[config.mk]
export PLATFORM = sky130hd
export DESIGN_NAME = uart_rx_link
export DESIGN_NICKNAME = d
export VERILOG_FILES = /design/src/rtl/uart_rx_link.sv
export SDC_FILE = /design/constraint.sdc
export NUM_CORES = 1
export LEC_CHECK = 0
export BUFFER_PORTS_ARGS = -buffer_cell sky130_fd_sc_hd__buf_2
export CORE_MARGIN = 2
export CORE_UTILIZATION = 40
export DETAILED_ROUTE_END_ITERATION = 10
export PLACE_DENSITY = 0.67
export SYNTH_ARGS = -nofsm -noshare
export SYNTH_HDL_FRONTEND = slang
export SYNTH_SLANG_ARGS = --single-unit
export TNS_END_PERCENT = 30
[constraint.sdc]
create_clock -name clk -period 2.9 [get_ports clk]
set_input_delay 0.58 -clock clk [delete_from_list [all_inputs] [get_ports clk]]
set_output_delay 0.58 -clock clk [all_outputs]
set_load 0.02 [all_outputs]
[src/rtl/uart_rx_link.sv]
// 8N1 serial receiver with 16x oversampling, a one-entry holding register
// (valid/ack toward the consumer) and registered framing-error / overrun pulses.
module uart_rx_link #(
    parameter int DIV       = 163,
    parameter int DATA_BITS = 8
) (
    input  logic                 clk,
    input  logic                 reset,
    input  logic                 rx,
    output logic [DATA_BITS-1:0] dout,
    output logic                 dout_valid,
    input  logic                 dout_ack,
    output logic                 frame_err,
    output logic                 overrun,
    output logic                 busy,
    output logic [2:0]           dbg_state
);

    localparam logic [2:0] S_IDLE      = 3'd0;
    localparam logic [2:0] S_START     = 3'd1;
    localparam logic [2:0] S_DATA      = 3'd2;
    localparam logic [2:0] S_STOP      = 3'd3;
    localparam logic [2:0] S_WAIT_HIGH = 3'd4;

    localparam logic [15:0] TICK_MAX = 16'(DIV - 1);
    localparam logic [2:0]  LAST_BIT = 3'(DATA_BITS - 1);

    logic                 r_rx_meta;
    logic                 r_rx_s;
    logic [15:0]          r_tick_cnt;
    logic                 w_tick;
    logic [2:0]           r_state;
    logic [3:0]           r_os_cnt;
    logic [2:0]           r_bit_idx;
    logic [DATA_BITS-1:0] r_shreg;
    logic                 w_stop_sample;
    logic                 w_complete;
    logic                 w_frame_bad;

    // Two-flop synchroniser; resets to the idle line level so reset never looks like a start bit.
    always_ff @(posedge clk or negedge reset) begin
        if (!reset) begin
            r_rx_meta <= 1'b1;
            r_rx_s    <= 1'b1;
        end else begin
            r_rx_meta <= rx;
            r_rx_s    <= r_rx_meta;
        end
    end

    // Free-running oversample divider; the FSM never restarts it.
    always_ff @(posedge clk or negedge reset) begin
        if (!reset) begin
            r_tick_cnt <= '0;
        end else if (w_tick) begin
            r_tick_cnt <= '0;
        end else begin
            r_tick_cnt <= r_tick_cnt + 16'd1;
        end
    end

    assign w_tick = (r_tick_cnt == TICK_MAX);

    always_ff @(posedge clk or negedge reset) begin
        if (!reset) begin
            r_state   <= S_IDLE;
            r_os_cnt  <= '0;
            r_bit_idx <= '0;
            r_shreg   <= '0;
        end else if (w_tick) begin
            case (r_state)
                S_IDLE: begin
                    if (!r_rx_s) begin
                        r_state  <= S_START;
                        r_os_cnt <= '0;
                    end
                end
                S_START: begin
                    // Mid start bit: a high line here was only a glitch.
                    if (r_os_cnt == 4'd7) begin
                        r_os_cnt  <= '0;
                        r_bit_idx <= '0;
                        r_state   <= r_rx_s ? S_IDLE : S_DATA;
                    end else begin
                        r_os_cnt <= r_os_cnt + 4'd1;
                    end
                end
                S_DATA: begin
                    if (r_os_cnt == 4'd15) begin
                        r_os_cnt <= '0;
                        r_shreg  <= {r_rx_s, r_shreg[DATA_BITS-1:1]};
                        if (r_bit_idx == LAST_BIT) begin
                            r_state <= S_STOP;
                        end else begin
                            r_bit_idx <= r_bit_idx + 3'd1;
                        end
                    end else begin
                        r_os_cnt <= r_os_cnt + 4'd1;
                    end
                end
                S_STOP: begin
                    if (r_os_cnt == 4'd15) begin
                        r_os_cnt <= '0;
                        r_state  <= r_rx_s ? S_IDLE : S_WAIT_HIGH;
                    end else begin
                        r_os_cnt <= r_os_cnt + 4'd1;
                    end
                end
                S_WAIT_HIGH: begin
                    if (r_rx_s) begin
                        r_state <= S_IDLE;
                    end
                end
                default: begin
                    r_state <= S_IDLE;
                end
            endcase
        end
    end

    assign w_stop_sample = w_tick && (r_state == S_STOP) && (r_os_cnt == 4'd15);
    assign w_complete    = w_stop_sample && r_rx_s;
    assign w_frame_bad   = w_stop_sample && !r_rx_s;

    // Holding register: a same-clock ack frees the slot for the byte completing now.
    always_ff @(posedge clk or negedge reset) begin
        if (!reset) begin
            dout       <= '0;
            dout_valid <= 1'b0;
            frame_err  <= 1'b0;
            overrun    <= 1'b0;
        end else begin
            frame_err <= w_frame_bad;
            overrun   <= w_complete && dout_valid && !dout_ack;
            if (w_complete && (!dout_valid || dout_ack)) begin
                dout       <= r_shreg;
                dout_valid <= 1'b1;
            end else if (dout_ack && dout_valid) begin
                dout_valid <= 1'b0;
            end
        end
    end

    assign busy      = (r_state != S_IDLE);
    assign dbg_state = r_state;

endmodule

==> flow_summary_export.csv <==
group,metric,value,unit
worst_hold_path,hold_path_end,"r_rx_s",
power,p_leak,1.21,nW
routing,post-route-drc-count,0,
power,p_per_area,431,nW/um2
finish,final_cell_mix,"dfrtp_1 (45), buf_2 (18), nor2_1 (12)",
run,max_cap_violations,0,
cts,post_cts_buffers,0,
cts,clockRootBuffer,"clkbuf_8",
power,clockPowerShare,0.373,
finish,mostFrequentLayoutCell,"dfrtp_1",
grt,grt_max_degree,48,
status,status,"complete, no violations",
synth,ys_seq_elements,47,
finish,multi_input_area,1020,um2
grt,grt_pass1_wl,6360,um
floorplanning,rows,27,
setup_path,reg2reg_from,"r_os_cnt[0]",
timing,hold-worst-slack,0.361,ns
synth,yosysTopAreaCell,"dfrtp_1",
timing,clock.fmax,459,MHz
timing,slew_headroom,0.325,
worst_hold_path,hp-class,"flip-flop to flip-flop",
placement,port_buffers,18,
timing,finClkSkew,0.0128,ns
setup_path,critPathRequiredTime,3.09,ns
finish,num_antenna_cells,0,
finish,drive_above_1_share,0.258,
cts,clock-sinks,47,
routing,num_vias,1437,
power,seqPwrFrac,0.613,
power,ir_drop,0.184,mV
power,swShare,0.226,
synth,synthTopCellsByArea,"dfrtp_1 (50%), mux2_4 (5.3%), mux2_2 (4.0%)",
synth,ys.flop_type,"dfrtp_1",
power,switchingPower,0.243,mW
floorplanning,dieArea,6270,um2
floorplanning,die_height,79.2,um
setup_path,reg2reg_slack,0.72,ns
power,power_frac_comb,0.014,
setup_path,r2r-end,"dout[0]",
synth,ys_seq_area_frac,0.522,
grt,overflow,0,
routing,wirelength,3690,um
placement,hpwlAfterDp,2560,um
finish,stdcell_count,281,
setup_path,setup.worst_path.class,"flip-flop to flip-flop",
timing,period_needed,2.18,ns
finish,design_area,2490,um2
routing,vias_per_cell,5.11,
synth,synth_nets,199,
synth,avgSynthCellArea,11.9,um2
setup_path,critPathArrivalTime,2.37,ns
cts,cts_made_buffers,5,
synth,synth.distinct_cells,46,
cts,path_clk_slew,0.10,ns
routing,first_iter_violations,75,
cts,insertion_delay,0.31,ns
finish,area_delta_synth_final,10.4,%
timing,period_share,0.752,
finish,final_core_util,0.456,
setup_path,cp_max_fo,8,
placement,place_area,2400,um2
synth,ys_warn_count,0,
grt,grt_usage,0.128,
floorplanning,start_util,0.413,
timing,worst_pin_slew,1.01,ns
cts,cts_max_level,2,
cts,ctsResizeCount,0,
cts,ctsHoldBuffers,0,
worst_hold_path,hold_start,"r_rx_meta",
finish,seq_area,1180,um2
synth,synth_edf_count,0,
timing,maxSlewViolCount,0,
placement,dp_cells,273,
power,p_int,0.832,mW
timing,fin_setup_tns,0,ns
worst_hold_path,holdPathStages,0,
timing,setup_viol,0,
routing,wl_per_cell,13.1,um
finish,fillerInstances,539,
floorplanning,core,5470,um2
synth,synth_area,2260,um2
floorplanning,ios,19,
finish,finalNetCount,217,
floorplanning,die_w,79.2,um
setup_path,end_kind,"flip-flop",
cts,cts_tree,"yes",
placement,place.gp.congestion,0.799,
synth,async_flop_share,1.00,
timing,finalHoldViolations,0,
synth,synth_top_area_frac,0.498,
setup_path,r2r.worst_path.cells,5,
routing,final_antenna_net_count,0,
routing,first_pass_iters,4,
timing,rsz0062_at_grt,"no",
cts,clock_path_buffers,2,
synth,synth_cells,190,
grt,grt_antenna_before_repair,0,
grt,grt_pass1_vias,1323,
setup_path,startpoint_type,"flip-flop",
## critical path, stage by stage, from the launching register on
cell     delay, ns
dfrtp_1       0.40
ha_1          0.24
and3_1        0.32
nand4_1       0.15
or3b_1        0.59
mux2_4        0.37
## cell families after synthesis
family,synth area share
adders and majority gates,0.0277
and+or+nand+nor,0.191
muxes,0.102
DFF,0.522
AOI/OAI and AO/OA,0.0709
buffers and inverters,0.0288
xor gates and xnor gates,0.0581
## per-stage QoR
| stage | power (mW) | setup WS [ns] |
|---|---|---|
| after floorplan | 0.672 | 0.947 |
| after global placement | 0.687 | 0.752 |
| after detailed placement | 0.688 | 0.722 |
| after CTS | 1.09 | 0.717 |
| after global routing | 1.12 | 0.623 |
| final | 1.07 | 0.719 |
## cell type report
cell class	count	area share
clock buffers	5	0.0276
clock inverters	3	0.00953
inverters	7	0.0105
multi-input cells	129	0.407
flip-flops and latches	47	0.473
well taps	72	0.0361
repair buffers	18	0.0361
## metal layers
layer	up-vias	share of wire	wire, um	GRT usage
li1	711	-	-	-
met1	688	0.52	1920	0.178
met2	31	0.42	1550	0.192
met3	7	0.040	148	0.0307
met4	0	0.018	68	0.0517
met5	-	0	0	0
## flip-flops by register name (all words and copies together) (netlist names)
register    flops
r_rx_s          1
r_os_cnt        4
r_rx_meta       1
overrun         1
dout_valid      1
r_tick_cnt     16
dbg_state       3
dout            8
r_bit_idx       3
r_shreg         8
frame_err       1
## worst max-delay path by stage
stage	startpoint	depth (start not counted)	to	slack, ns
3_3_place_gp	r_tick_cnt[0]	6	dout[1]	0.75
3_5_place_dp	r_tick_cnt[0]	6	dout[6]	0.72
4_1_cts	r_tick_cnt[0]	6	dout[6]	0.72
2_1_floorplan	r_os_cnt[0]	7	dout[0]	0.95
6_report	r_os_cnt[0]	5	dout[0]	0.72
5_1_grt	r_tick_cnt[0]	6	dout[7]	0.62
## synthesized netlist by cell type, types with 5 or more instances
cell type / count
nand4_1: 5
nand2b_1: 5
inv_1: 7
mux2_4: 8
xnor2_1: 10
nand2_1: 9
nand3_1: 5
dfrtp_1: 45
nor2_1: 12
xor2_1: 5
ha_1: 5
o21ai_0: 6
and3_1: 6
mux2_2: 8
## power by group through the flow
stage                     Clock, mW  Sequential (mW)  Combinational [mW]
final                         0.401            0.659              0.0147
after global routing          0.444            0.659              0.0179
after CTS                     0.419            0.659              0.0160
after detailed placement          0            0.672              0.0159
after global placement            0            0.672              0.0157
after floorplan                   0            0.671            0.000938
(Power assumes the default switching activity.)
